===== config.mk =====
export PLATFORM = sky130hd
export DESIGN_NAME = flash_req_bridge
export DESIGN_NICKNAME = d
export VERILOG_FILES = /design/src/rtl/flash_req_bridge.sv
export SDC_FILE = /design/constraint.sdc
export NUM_CORES = 1
export LEC_CHECK = 0
export ABC_CLOCK_PERIOD_IN_PS = 1700
export CAP_MARGIN = 10
export CORE_MARGIN = 5
export CORE_UTILIZATION = 36
export CTS_CLUSTER_DIAMETER = 60
export DETAILED_ROUTE_END_ITERATION = 12
export PLACE_DENSITY = 0.79
export RECOVER_POWER = 100
export SYNTH_ARGS = -nofsm -noshare
export SYNTH_HDL_FRONTEND = slang
export SYNTH_SLANG_ARGS = --single-unit

===== constraint.sdc =====
create_clock -name clk_50MHz -period 1.7 [get_ports clk_50MHz]
set_input_delay 0.34 -clock clk_50MHz [delete_from_list [all_inputs] [get_ports clk_50MHz]]
set_output_delay 0.34 -clock clk_50MHz [all_outputs]
set_load 0.005 [all_outputs]

===== src/rtl/flash_req_bridge.sv =====
// Upstream request stage for SPIFlashModule: one word read/write at a time on a
// valid/ready bus, level-held flash controls, idle gap between flash operations.
// Optional watchdog abort on a stuck flash_ready: define FLASH_REQ_BRIDGE_TIMEOUT_EN.
module flash_req_bridge #(
  parameter int GAP_CYCLES     = 4,
  parameter int TIMEOUT_CYCLES = 2**24
) (
  input  logic        clk_50MHz,
  input  logic        reset,
  input  logic        req_valid,
  output logic        req_ready,
  input  logic        req_write,
  input  logic [23:0] req_addr,
  input  logic [31:0] req_wdata,
  output logic        rsp_valid,
  input  logic        rsp_ready,
  output logic [31:0] rsp_rdata,
  output logic        rsp_err,
  output logic        flash_en,
  output logic        flash_write,
  output logic [23:0] flash_addr,
  output logic [31:0] flash_data_in,
  input  logic [31:0] flash_data_out,
  input  logic        flash_ready,
  output logic        busy
);

  // Handshakes: a beat transfers on the rising edge where valid and ready are
  // both high; valid, once raised, holds with its payload stable until it does.
  localparam int GW = $clog2(GAP_CYCLES + 1);

  if (GAP_CYCLES < 1) begin : g_bad_gap
    $error("flash_req_bridge: GAP_CYCLES must be >= 1");
  end
  if (TIMEOUT_CYCLES < 1 || TIMEOUT_CYCLES > 2**25) begin : g_bad_timeout
    $error("flash_req_bridge: TIMEOUT_CYCLES out of watchdog range");
  end

  typedef enum logic [1:0] {IDLE, WAIT, RESP, GAP} state_t;

  state_t        state_q, state_d;
  logic [GW-1:0] gap_q, gap_d;
  logic          req_ready_d, rsp_valid_d, rsp_err_d, busy_d;
  logic          flash_en_d, flash_write_d;
  logic [23:0]   flash_addr_d;
  logic [31:0]   flash_data_in_d, rsp_rdata_d;
`ifdef FLASH_REQ_BRIDGE_TIMEOUT_EN
  logic [24:0]   wd_q, wd_d;
`endif

  always_comb begin
    state_d         = state_q;
    gap_d           = gap_q;
    req_ready_d     = req_ready;
    rsp_valid_d     = rsp_valid;
    rsp_rdata_d     = rsp_rdata;
    rsp_err_d       = rsp_err;
    flash_en_d      = flash_en;
    flash_write_d   = flash_write;
    flash_addr_d    = flash_addr;
    flash_data_in_d = flash_data_in;
`ifdef FLASH_REQ_BRIDGE_TIMEOUT_EN
    wd_d            = wd_q;
`endif
    case (state_q)
      IDLE: begin
        if (req_valid && req_ready) begin
          req_ready_d = 1'b0;
          if (req_addr[1:0] != 2'b00) begin
            // Misaligned: answer with an error without touching the flash.
            rsp_valid_d = 1'b1;
            rsp_err_d   = 1'b1;
            rsp_rdata_d = 32'd0;
            state_d     = RESP;
          end else begin
            flash_en_d      = 1'b1;
            flash_write_d   = req_write;
            flash_addr_d    = req_addr;
            flash_data_in_d = req_wdata;
            state_d         = WAIT;
`ifdef FLASH_REQ_BRIDGE_TIMEOUT_EN
            wd_d            = 25'd0;
`endif
          end
        end
      end
      WAIT: begin
        if (flash_ready) begin
          rsp_rdata_d   = flash_write ? 32'd0 : flash_data_out;
          rsp_err_d     = 1'b0;
          rsp_valid_d   = 1'b1;
          flash_en_d    = 1'b0;
          flash_write_d = 1'b0;
          state_d       = RESP;
        end
`ifdef FLASH_REQ_BRIDGE_TIMEOUT_EN
        else if (wd_q == 25'(TIMEOUT_CYCLES - 1)) begin
          rsp_rdata_d   = 32'd0;
          rsp_err_d     = 1'b1;
          rsp_valid_d   = 1'b1;
          flash_en_d    = 1'b0;
          flash_write_d = 1'b0;
          state_d       = RESP;
        end else begin
          wd_d = wd_q + 25'd1;
        end
`endif
      end
      RESP: begin
        if (rsp_ready) begin
          rsp_valid_d = 1'b0;
          gap_d       = GW'(GAP_CYCLES - 1);
          state_d     = GAP;
        end
      end
      GAP: begin
        if (gap_q == '0) begin
          req_ready_d = 1'b1;
          state_d     = IDLE;
        end else begin
          gap_d = gap_q - 1'b1;
        end
      end
      default: state_d = GAP;
    endcase
    busy_d = (state_d != IDLE);
  end

  always_ff @(posedge clk_50MHz) begin
    if (reset) begin
      state_q       <= GAP;
      gap_q         <= GW'(GAP_CYCLES);
      req_ready     <= 1'b0;
      rsp_valid     <= 1'b0;
      rsp_rdata     <= 32'd0;
      rsp_err       <= 1'b0;
      flash_en      <= 1'b0;
      flash_write   <= 1'b0;
      flash_addr    <= 24'd0;
      flash_data_in <= 32'd0;
      busy          <= 1'b0;
`ifdef FLASH_REQ_BRIDGE_TIMEOUT_EN
      wd_q          <= 25'd0;
`endif
    end else begin
      state_q       <= state_d;
      gap_q         <= gap_d;
      req_ready     <= req_ready_d;
      rsp_valid     <= rsp_valid_d;
      rsp_rdata     <= rsp_rdata_d;
      rsp_err       <= rsp_err_d;
      flash_en      <= flash_en_d;
      flash_write   <= flash_write_d;
      flash_addr    <= flash_addr_d;
      flash_data_in <= flash_data_in_d;
      busy          <= busy_d;
`ifdef FLASH_REQ_BRIDGE_TIMEOUT_EN
      wd_q          <= wd_d;
`endif
    end
  end

endmodule

==> metrics.yaml <==
die:
  num_rows: 37
  design.portCount: 188
  core_region_mm2: 0.01032
  dieArea_mm2: 0.01277
  initial_core_util_pct: 36.99
  chipHeight_um: 113.0
  floorplan.die.width_um: 113.0
synth:
  synth_simple_gate_area_share_pct: 23.89
  synth.top_cells.by_area: "dfxtp_1 (52%), nand2_1 (11%), a21oi_1 (8.0%)"
  synth-adder-area-share_pct: 1.966
  ys_dominant_reg_cell: "dfxtp_1"
  synthesis.instances: 465
  synth_top_area_share_pct: 51.90
  yosys.cell_types.count: 37
  synthMuxAreaShare_pct: 1.114
  async_set_or_reset_register_ratio_after_synthesis_pct: 0
  ys_seq_elements: 99
  synth.yosys.warnings: 0
  synth.net_count: 565
  post_synth_xor_area_fraction_pct: 0
  syn_avg_cell_area_um2: 8.212
  syn_area_mm2: 0.003819
  synth_edf_count: 0
  synth_top_family_by_area: "simple AND/OR/NAND/NOR gates"
  synth-compound-area-share_pct: 16.38
  yosysSeqAreaShare_pct: 51.90
  synth_area_leader_cell: "dfxtp_1"
grt:
  grt_pass1_vias: 3843
  grt_util_all_layers_pct: 17.68
  globalRouteOverflowTotal: 0
  largest_net_degree_at_the_start_of_global_routing: 57
  global_route_wire_length_before_repair_mm: 18.49
  grt_antenna_before_repair: 0
run:
  max_cap_viol_count: 0
timing:
  finalSetupViolCount: 0
  timing_worst_slew_pin_value_ps: 394.9
  finalCritPeriodShare_pct: 97.81
  hold_viol_final: 0
  max_freq_mhz: 601.4
  worst_slew_margin_rel_pct: 73.67
  timing.final.max_slew_violations: 0
  hold_slack_ps: 403.3
  finalClockSkew_ps: 8.915
  final_min_period_ps: 1663
  setup_repair_after_global_routing_missed_its_margin: "true"
cells_and_area:
  final_net_count: 764
  layout.cells.non_filler: 804
  num_antenna_cells: 0
  area.growth.synth_to_final_pct: 66.22
  final_cell_area_mm2: 0.006347
  drive_above_1_share_pct: 10.33
  post-route-util_pct: 61.48
worst_setup_path:
  cp-start-kind: "input port"
  r2r_start: "state_q[1]"
  crit_arrival_ps: 1900
  cp_data_required_time_ps: 1940
  maximum_fanout_along_the_worst_path: 9
  worst_path_most_repeated_cell: "buf_4"
  timing.setup.critical_path_class: "input port to flop"
  r2r_slack_ps: 60
  worstPathCellList: "clkdlybuf4s50_1, o211ai_1, buf_4, buf_4, a21oi_4, buf_6, clkbuf_16, o21ai_0"
  worst_path_dominant_cell_family: "buffers and inverters"
  critical_path.n_buffers_inverters: 5
  cp-end-kind: "flop"
  maximum_cell_stage_delay_along_the_critical_path_ps: 500
  critical_path.startpoint: "req_valid"
  critical_path.slowest_cell: "clkdlybuf4s50_1"
worst_hold_path:
  timing.hold.worst.class: "input port to flop"
  holdCritStartpoint: "reset"
detailed_routing:
  detail_route.vias_per_cell: 4.889
  initialDrtViolationCount: 213
  routed_wire_length_per_instance_um: 15.27
  drtPass1Iterations: 4
  route.antenna.remaining_nets: 0
  drc: 0
  route.final.wire_length_mm: 12.27
  vias: 3931
cts:
  clock_sinks: 99
  ctsLongestPathBuffers: 2
  tritoncts_clock_tree: "yes"
  h-tree-depth: 3
  cts.reportedPaths.clkPinSlew_ps: 90
  clock-root-buffer: "clkbuf_8"
  clk_lat_worst_skew_ps: 360
  cts_made_buffers: 9
  cts-hold-fix-buffers: 0
placement:
  detailed_place_hpwl_mm: 8.799
  portBuffers: 187
  placedInstanceArea_mm2: 0.005984
  placed_cells_incl_taps: 780
  routabilityCongestion: 0.8453
status:
  status: "completed"
pwr:
  vdd_drop_max_v: 0.0006714
  cellLeakagePower_nw: 2.198
  power.density_cell_area_mw_per_mm2: 886.0
  power_mw: 5.624
cell families (layout without fill, tap and decap cells):
logic type,count (synthesis),count (layout)
simple gates,199,199
compound gates,114,114
flops,99,99
buf+inv,43,246
fa+ha+maj,6,6
mux,4,4
metal layers:
layer | global-route usage [%] | wire length [um] | vias to the layer above
met4 | 7.692 | 298 | 0
met5 | 0 | 0 | -
met2 | 33.02 | 6496 | 127
li1 | - | - | 1946
met1 | 19.56 | 4873 | 1833
met3 | 2.941 | 605 | 25
final timing paths:
| kind | to | cells past startpoint |
|---|---|---|
| worst min register to register | flash_data_in[20] | 2 |
| worst max register to register | rsp_rdata[29] | 8 |
| worst max-delay path | rsp_rdata[29] | 8 |
| worst min-delay path | flash_addr[13] | 2 |
timing repair:
action / CTS / global route
endpoints found under the hold margin: 0 / 0
pin swaps: 0 / 2
endpoints found under the setup margin: 5 / 78
gates cloned: 0 / 3
gates resized for setup: 4 / 18
buffers inserted: 0 / 6
metrics by stage:
step / setup WS [ps] / TNS, ps
2_1_floorplan: 25.48 / 0
3_3_place_gp: -259.9 / -11590
3_5_place_dp: -298.9 / -13850
4_1_cts: 18.57 / 0
5_1_grt: -16.20 / -16.20
6_report: 37.22 / 0
final cells by class:
| type | count | area, um^2 |
|---|---|---|
| Timing Repair Buffer | 223 | 2253 |
| Multi-Input combinational cell | 323 | 1705 |
| Tap cell | 136 | 170.2 |
| Clock buffer | 11 | 151.4 |
| Inverter | 8 | 30.03 |
| Fill cell | 905 | 3976 |
| Clock inverter | 4 | 50.05 |
| Sequential cell | 99 | 1987 |
worst reg2reg max path, stage by stage, from the launching register on:
cell and delay (ps):
dfxtp_2 340, inv_1 60, ha_2 180, buf_6 130
mux2i_4 180, a21oi_4 220, buf_6 160, clkbuf_16 150
o21ai_0 110
sequential cells by signal (all words and copies together), names as in the netlist:
signal / flops
rsp_err: 1
flash_write: 1
flash_addr: 24
rsp_valid: 1
gap_q: 3
state_q: 2
busy: 1
req_ready: 1
rsp_rdata: 32
flash_data_in: 32
flash_en: 1
cell usage after synthesis, types with 3 or more instances:
library cell / count
inv_1: 8
o21ai_0: 33
clkbuf_2: 3
clkbuf_1: 14
nor2_1: 6
dfxtp_1: 99
buf_1: 7
ha_1: 6
nand2_1: 114
nand2b_1: 34
a21oi_1: 61
o21ai_1: 3
buf_2: 10
nand3_1: 34
report_power, final:
part,switching (mW),internal (mW),total [mW]
clock network,0.787,0.751,1.54
registers,0.0774,2.44,2.52
logic,0.677,0.890,1.57
total,1.54,4.08,5.62
placed cells by master, fill, tap and decap left out, types with 2 or more instances in the layout:
cell / netlist / layout
clkbuf_16: 0 / 2
nand2_1: 114 / 114
o21ai_0: 33 / 30
dfxtp_2: 0 / 4
clkdlybuf4s50_1: 0 / 186
o21ai_1: 3 / 6
buf_6: 0 / 5
a221oi_1: 2 / 2
dfxtp_1: 99 / 95
nor2b_1: 2 / 2
a211oi_1: 2 / 2
clkbuf_8: 0 / 11
nand3_1: 34 / 34
o32ai_1: 2 / 2
nor2_1: 6 / 6
o21bai_1: 2 / 2
buf_4: 1 / 24
ha_2: 0 / 4
clkinvlp_4: 0 / 2
buf_12: 0 / 5
a21oi_1: 61 / 61
inv_1: 8 / 8
nor3b_1: 2 / 2
ha_1: 6 / 2
nand2b_1: 34 / 34
and3_1: 2 / 2
Note: power is estimated with default switching activity, not from simulation.
